## config.mk

```make
export PLATFORM = sky130hd
export DESIGN_NAME = pwm_multi_gen
export DESIGN_NICKNAME = d
export VERILOG_FILES = /design/src/rtl/pwm_multi_gen.sv
export SDC_FILE = /design/constraint.sdc
export NUM_CORES = 1
export LEC_CHECK = 0
export CAP_MARGIN = 20
export CORE_MARGIN = 5
export CORE_UTILIZATION = 30
export CTS_BUF_LIST = sky130_fd_sc_hd__clkbuf_2
export CTS_CLUSTER_SIZE = 28
export DETAILED_ROUTE_END_ITERATION = 12
export PLACE_DENSITY = 0.46
export SLEW_MARGIN = 5
export SYNTH_ARGS = -nofsm -noshare
export SYNTH_HDL_FRONTEND = slang
export SYNTH_SLANG_ARGS = --single-unit
```

## constraint.sdc

```tcl
create_clock -name clkin -period 7 [get_ports clkin]
set_input_delay 1.4 -clock clkin [delete_from_list [all_inputs] [get_ports clkin]]
set_output_delay 1.4 -clock clkin [all_outputs]
set_load 0.05 [all_outputs]
```

## src/rtl/pwm_multi_gen.sv

```systemverilog
// Multi-channel PWM generator: shared period counter, debounced duty buttons,
// saturating double-buffered duty registers, edge- or centre-aligned compare.
module pwm_multi_gen #(
    parameter int CHANNELS    = 4,
    parameter int CNT_W       = 8,
    parameter int PERIOD      = 50,
    parameter int STEP_FINE   = 1,
    parameter int STEP_COARSE = 5,
    parameter int DB_CYCLES   = 500000,
    localparam int SEL_W      = (CHANNELS > 1) ? $clog2(CHANNELS) : 1
) (
    input  logic                clkin,
    input  logic                reset,
    input  logic                inc,
    input  logic                inc1,
    input  logic                dec,
    input  logic                dec1,
    input  logic [SEL_W-1:0]    sel,
    input  logic                center_mode,
    output logic [CHANNELS-1:0] pwm_out,
    output logic [CNT_W-1:0]    duty_sel,
    output logic                period_start
);

    localparam int DBW = (DB_CYCLES > 1) ? $clog2(DB_CYCLES + 1) : 1;
    localparam logic [CNT_W-1:0] LAST     = CNT_W'(PERIOD - 1);
    localparam logic [CNT_W:0]   PER_X    = (CNT_W + 1)'(PERIOD);
    localparam logic [CNT_W:0]   FINE_X   = (CNT_W + 1)'(STEP_FINE);
    localparam logic [CNT_W:0]   COARSE_X = (CNT_W + 1)'(STEP_COARSE);
    localparam logic [DBW-1:0]   DB_LAST  = DBW'(DB_CYCLES - 1);
    localparam logic [SEL_W:0]   CH_X     = (SEL_W + 1)'(CHANNELS);

    typedef enum logic [1:0] {
        OP_INC,
        OP_DEC,
        OP_DEC1,
        OP_INC1
    } op_e;

    logic [CNT_W-1:0] cnt_q, cnt_d;
    logic             ps_q, ps_d;
    logic             wrap;

    logic [3:0]     btn_raw;
    logic [3:0]     sync1_q, sync2_q;
    logic [3:0]     db_q, db_d;
    logic [3:0]     press_q, press_d;
    logic [DBW-1:0] dbcnt_q [4];
    logic [DBW-1:0] dbcnt_d [4];

    logic             sel_ok;
    logic             cmd_vld_q, cmd_vld_d;
    op_e              cmd_op_q, cmd_op_d;
    logic [SEL_W-1:0] cmd_ch_q, cmd_ch_d;

    logic [CNT_W-1:0] shadow_q [CHANNELS];
    logic [CNT_W-1:0] shadow_d [CHANNELS];
    logic [CNT_W-1:0] act_q    [CHANNELS];
    logic [CNT_W-1:0] act_d    [CHANNELS];
    logic             mode_q, mode_d;
    logic [CHANNELS-1:0] pwm_q, pwm_d;

    logic [CNT_W:0] cur_x, step_x, sum_x, nxt_x;
    logic           up;

    assign wrap    = (cnt_q == LAST);
    assign btn_raw = {inc1, dec1, dec, inc};
    assign sel_ok  = ({1'b0, sel} < CH_X);

    always_comb begin
        cnt_d = wrap ? '0 : cnt_q + CNT_W'(1);
        ps_d  = wrap;
    end

    // Buttons are active low; a debounced falling level is a press.
    always_comb begin
        db_d    = db_q;
        press_d = '0;
        for (int b = 0; b < 4; b++) begin
            dbcnt_d[b] = '0;
            if (sync2_q[b] != db_q[b]) begin
                if (dbcnt_q[b] == DB_LAST) begin
                    db_d[b] = sync2_q[b];
                end else begin
                    dbcnt_d[b] = dbcnt_q[b] + DBW'(1);
                end
            end
            press_d[b] = db_q[b] & ~db_d[b];
        end
    end

    always_comb begin
        cmd_vld_d = 1'b0;
        cmd_op_d  = OP_INC;
        cmd_ch_d  = sel;
        if (sel_ok) begin
            if (press_q[0]) begin
                cmd_vld_d = 1'b1;
                cmd_op_d  = OP_INC;
            end else if (press_q[1]) begin
                cmd_vld_d = 1'b1;
                cmd_op_d  = OP_DEC;
            end else if (press_q[2]) begin
                cmd_vld_d = 1'b1;
                cmd_op_d  = OP_DEC1;
            end else if (press_q[3]) begin
                cmd_vld_d = 1'b1;
                cmd_op_d  = OP_INC1;
            end
        end
    end

    // One extra bit of headroom lets the sum be clamped to PERIOD.
    always_comb begin
        shadow_d = shadow_q;
        cur_x    = {1'b0, shadow_q[cmd_ch_q]};
        step_x   = FINE_X;
        up       = 1'b1;
        unique case (cmd_op_q)
            OP_INC:  begin step_x = FINE_X;   up = 1'b1; end
            OP_DEC:  begin step_x = FINE_X;   up = 1'b0; end
            OP_DEC1: begin step_x = COARSE_X; up = 1'b0; end
            OP_INC1: begin step_x = COARSE_X; up = 1'b1; end
            default: begin step_x = FINE_X;   up = 1'b1; end
        endcase
        sum_x = cur_x + step_x;
        if (up) begin
            nxt_x = (sum_x > PER_X) ? PER_X : sum_x;
        end else begin
            nxt_x = (cur_x < step_x) ? '0 : cur_x - step_x;
        end
        if (cmd_vld_q) begin
            shadow_d[cmd_ch_q] = nxt_x[CNT_W-1:0];
        end
    end

    always_comb begin
        act_d  = act_q;
        mode_d = mode_q;
        if (wrap) begin
            act_d  = shadow_q;
            mode_d = center_mode;
        end
    end

    function automatic logic cmp_hit(
        input logic [CNT_W-1:0] c,
        input logic [CNT_W-1:0] d,
        input logic             ctr
    );
        logic [CNT_W:0] c_x;
        logic [CNT_W:0] d_x;
        logic [CNT_W:0] lo_x;
        c_x  = {1'b0, c};
        d_x  = {1'b0, d};
        lo_x = (PER_X - d_x) >> 1;
        if (ctr) begin
            return (c_x >= lo_x) && (c_x < lo_x + d_x);
        end
        return c_x < d_x;
    endfunction

    always_comb begin
        pwm_d = '0;
        for (int i = 0; i < CHANNELS; i++) begin
            pwm_d[i] = cmp_hit(cnt_q, act_q[i], mode_q);
        end
    end

    always_comb begin
        duty_sel = '0;
        if (sel_ok) begin
            duty_sel = shadow_q[sel];
        end
    end

    always_ff @(posedge clkin or posedge reset) begin
        if (reset) begin
            cnt_q     <= '0;
            ps_q      <= 1'b0;
            sync1_q   <= '1;
            sync2_q   <= '1;
            db_q      <= '1;
            press_q   <= '0;
            cmd_vld_q <= 1'b0;
            cmd_op_q  <= OP_INC;
            cmd_ch_q  <= '0;
            mode_q    <= 1'b0;
            pwm_q     <= '0;
            for (int b = 0; b < 4; b++) begin
                dbcnt_q[b] <= '0;
            end
            for (int i = 0; i < CHANNELS; i++) begin
                shadow_q[i] <= '0;
                act_q[i]    <= '0;
            end
        end else begin
            cnt_q     <= cnt_d;
            ps_q      <= ps_d;
            sync1_q   <= btn_raw;
            sync2_q   <= sync1_q;
            db_q      <= db_d;
            press_q   <= press_d;
            cmd_vld_q <= cmd_vld_d;
            cmd_op_q  <= cmd_op_d;
            cmd_ch_q  <= cmd_ch_d;
            mode_q    <= mode_d;
            pwm_q     <= pwm_d;
            for (int b = 0; b < 4; b++) begin
                dbcnt_q[b] <= dbcnt_d[b];
            end
            for (int i = 0; i < CHANNELS; i++) begin
                shadow_q[i] <= shadow_d[i];
                act_q[i]    <= act_d[i];
            end
        end
    end

    assign pwm_out      = pwm_q;
    assign period_start = ps_q;

endmodule
```

## After elaboration in Yosys (flattened, before gate mapping)

Index checks and enable logic that the tools add are counted.

- Word-level logic and storage cells: 135
- Memories: 0
- Output and inout port bits: 13
- Bits in latches: 0
- Bits in read-only memories: 0
- RAM bits: 0
- Register bits after elaboration: 175
- Bits of input ports: 9

- Order comparisons: 17
- $add $sub $neg: 15
- Divide/modulo/power cells: 0
- Reductions and logical operators: 10
- $mul: 0
- Equal/unequal tests: 12
- Shifts and indexed selects: 0
- Muxes and demuxes: 48
- Bitwise logic cells: 10

Operators with widths:

| cell | count |
|---|---|
| 2-to-1 mux 19 bit | 8 |
| adder 19 x 1 -> 19 bit, second input constant | 4 |
| == test 19 bit, second input constant | 4 |
| 2-to-1 mux 8 bit | 9 |
| < comparator 8 x 9 -> 1 bit | 5 |
| adder 8 x 8 -> 9 bit | 4 |
| subtractor 6 x 8 -> 9 bit, first input constant | 4 |
| binary-select mux 8 bit (select 2 bit) | 2 |
| bitwise mux 32 bit | 1 |
| >= comparator 8 bit | 4 |
| < comparator 8 bit | 4 |
| 2-to-1 mux 1 bit | 21 |
| case mux 9 bit (2 select lines) | 1 |
| demux 8 bit (select 2 bit) | 1 |
| adder 8 x 9 -> 9 bit | 1 |
| greater-than comparator 9 x 6 -> 1 bit, second input constant | 1 |
| adder 8 x 1 -> 8 bit, second input constant | 1 |
| == test 8 x 6 -> 1 bit, second input constant | 1 |
| 2-to-1 mux 2 bit | 4 |
| OR reduction 2 bit | 4 |
| subtractor 8 bit | 1 |
| >= comparator 3 bit, second input constant | 2 |
| NOT 2 -> 3 bit | 2 |
| logical AND 1 bit | 5 |
| 8 further kinds | 18 |

## Logic depth before layout (Yosys ltp)

- Word-level depth: 9
- Mapped depth: 18
- Depth with buffers taken out: 18

## Worst setup path before layout

No wires, ideal clock.

- Path type: input port to output port
- Start point: input port sel[0]
- End point: output port duty_sel[0]
- Path buffers: 1
- Arrival: 2.544 ns
- Slack: 3.056 ns
- Stages: 2
- Cell sequence: clkbuf_1 -> mux4_2

- Longest elaborated chain between the ends: 4

Ends and longest elaborated chain:

| what | line | text |
|---|---|---|
| start, declared | 18 | `input logic [SEL_W-1:0] sel,` |
| NOT 2 -> 3 bit (not written as such) | 173 | `duty_sel = shadow_q[sel];` |
| binary-select mux 8 bit (select 2 bit) | 173 |  |
| 2-to-1 mux 8 bit (not written as such) (2 in series) | 173 |  |
| end, declared | 21 | `output logic [CNT_W-1:0] duty_sel,` |

Every way passes these cells. The select of a mux whose other input is x is not followed.

## Worst setup path in the final report

- Start point: input port sel[0]
- End point: output port duty_sel[7]

Same word-level chain as after synthesis.

==> run summary <==
Final Worst Setup Slack: 1.927 ns
die height: 206.8 um
TritonCTS Buffers: 17
drt initial violations: 361
Static Leak: 5.610 nW
WL/cell: 14.69 um
dominant synthesized flop cell: dfrtp_1
switching share of total power: 25.63%
commonest non-fill, non-tap cell in the layout: dfrtp_1
Nets: 1,403
most frequent cells in the layout: dfrtp_1 (163), nor2_1 (146), ha_1 (137)
postcts setup bufs: 0
Ys Warns: 0
Post-CTS Resized: 0
Die Width: 206.8 um
arrival time worst endpoint: 3.67 ns
clk sinks: 175
final setup fails: 0
clock root buffer: clkbuf_2
GRT Total Usage: 12.75%
DRT Pass-1 Iters: 4
part of the power in combinational logic: 3.2%
Worst R2R Path Depth: 10
HP Class: flop to flop
Worst-Margin Slew: 0.9727 ns
Worst Clk Skew: 0.05037 ns
antenna-violating nets left: 0
setup TNS: 0 ns
vias: 8,410
Seq/Total Area, Yosys: 37.82%
DRC violations left: 0
CP Data Required Time: 5.60 ns
synthesized netlist cell count: 1,240
initial antenna violation count: 1
Initial Util: 30.20%
Yosys top cell area share: 35.11%
hold slack: 0.3760 ns
Seq pwr share: 63.5%
Yosys reg bits: 175
power per cell area: 128.9 nW/um^2
Critical Path Source Type: primary input
crit-path max FO: 9
Avg Vias per Cell: 4.709
syn_area_per_cell: 9.369 um^2
P_sw: 0.4172 mW
largest net degree at the start of global routing: 87
CTS hold repair buffers: 0
hpwl dp: 19,120 um
Total Wirelength: 26,250 um
Clk network pwr share: 33.3%
CTS tree: yes
Core Region: 38,470 um^2
ys async rst share: 100.0%
status: completed
post-place setup slack: 1.884 ns
Area growth, synth to finish: 8.670%
Final Util: 32.82%
Buffers on Ports: 21
Pins Over Slew Limit: 0
clk_lat worst skew: 0.77 ns
maximum vdd drop: 89.49 uV
top post-synthesis cells by area: dfrtp_1 (35%), ha_1 (15%), xnor2_1 (5.2%)
grt ovf: 0
class of the most critical setup path: primary input to primary output
Final min period: 5.073 ns
Max transition margin: 35.15%
fmax: 197.1 MHz
RSZ-0062 raised after global routing: false
number of max-cap violations: 0
hold depth: 0
final hold violations: 0
H-tree levels: 4
share of cells above drive strength 1: 6.788%
row cnt: 72
first-pass GRT wire length: 43,890 um
Clock transition at path regs: 0.24 ns
routability cong.: 0.7783
leading area contributor after synthesis: dfrtp_1
CP Capture Type: primary output
vias in the first global route: 8,375
Cell Area, Synth: 11,620 um^2
Pint: 1.210 mW
synth unique cells: 62
Post-synth EDFFs: 0
Longest Clk Path Bufs: 2
io pins: 22
die footprint: 42,760 um^2
Tcrit/Tclk final: 72.47%
Syn Nets: 1,389
cells in the mapped netlist (4+ instances only):
cell and instances:
a21o_1 35, a21oi_1 45, a31oi_1 13, and2_1 6
and3_1 14, buf_1 9, clkbuf_1 18, dfrtp_1 163
dfstp_2 12, ha_1 137, inv_1 87, mux2_2 11
mux4_2 14, nand2_1 115, nand2b_1 20, nand3_1 42
nand4_1 14, nor2_1 146, nor2b_1 15, nor3_1 24
nor4_1 6, nor4bb_1 4, o211ai_1 5, o21a_1 10
o21ai_0 68, o21ai_1 18, or2_2 6, xnor2_1 69
xor2_1 65
state kept, by name, summed over array words and instances, names as in the netlist:
register and flops:
shadow_q 32, sync1_q 4, mode_q 1, cmd_ch_q 2
cnt_q 8, act_q 32, pwm_out 4, period_start 1
cmd_vld_q 1, cmd_op_q 2, sync2_q 4, db_q 4
press_q 4, dbcnt_q 76
critical path: stages:
cell and delay (ns):
clkdlybuf4s50_1 0.94, mux4_2 0.60, clkdlybuf4s50_1 0.72
per-stage QoR:
stage	instances	area, um^2	power [mW]
global placement	1753	12390	1.104
CTS	1785	12620	1.663
detailed placement	1753	12390	1.105
finish	1786	12620	1.628
floorplan	1240	11620	1.086
global route	1786	12620	1.711
cell families after synthesis:
group / after synthesis / share of synthesized area (%)
DFF: 175 / 37.82
muxes: 27 / 4.233
xor gates and xnor gates: 134 / 10.10
AOI/OAI and AO/OA: 218 / 11.39
adders and majority gates: 140 / 15.27
buffers and inverters: 116 / 3.877
and+or+nand+nor: 430 / 17.30
cell type report:
class                           count  area (um^2)
Clock inverter                     12        135.1
Inverter                           87        334.1
Fill cell                        4042        25840
Antenna cell                        1        2.502
Sequential cell                   175         4394
Timing Repair Buffer               24        232.7
Multi-Input combinational cell    949         6778
Tap cell                          518        648.1
Clock buffer                       20        100.1
path summary, 6_finish.rpt:
| kind | startpoint | slack [ns] | to |
|---|---|---|---|
| worst max-delay path | sel[0] | 1.93 | duty_sel[7] |
| worst min-delay path | sync1_q[1] | 0.38 | sync2_q[1] |
| worst max register to register | cmd_ch_q[0] | 3.00 | shadow_q[17] |
| worst min register to register | sync1_q[1] | 0.38 | sync2_q[1] |
| max in group asynchronous | reset | 4.78 | shadow_q[28] |
| min in group asynchronous | reset | 1.07 | dbcnt_q[19] |
power groups by stage:
stage / clock (mW) / sequential, mW / combinational (mW)
2_1_floorplan: 0 / 1.05 / 0.0395
3_3_place_gp: 0 / 1.05 / 0.0541
3_5_place_dp: 0 / 1.05 / 0.0544
4_1_cts: 0.574 / 1.03 / 0.0544
5_1_grt: 0.613 / 1.04 / 0.0606
6_report: 0.542 / 1.03 / 0.0515
routing by layer:
metal	GRT usage, %	part of all wire [%]
met4	1.983	0.69
met2	21.62	48
met1	17.51	49
met3	2.172	2.9
met5	0	0
Note: power is estimated with default switching activity, not from simulation.
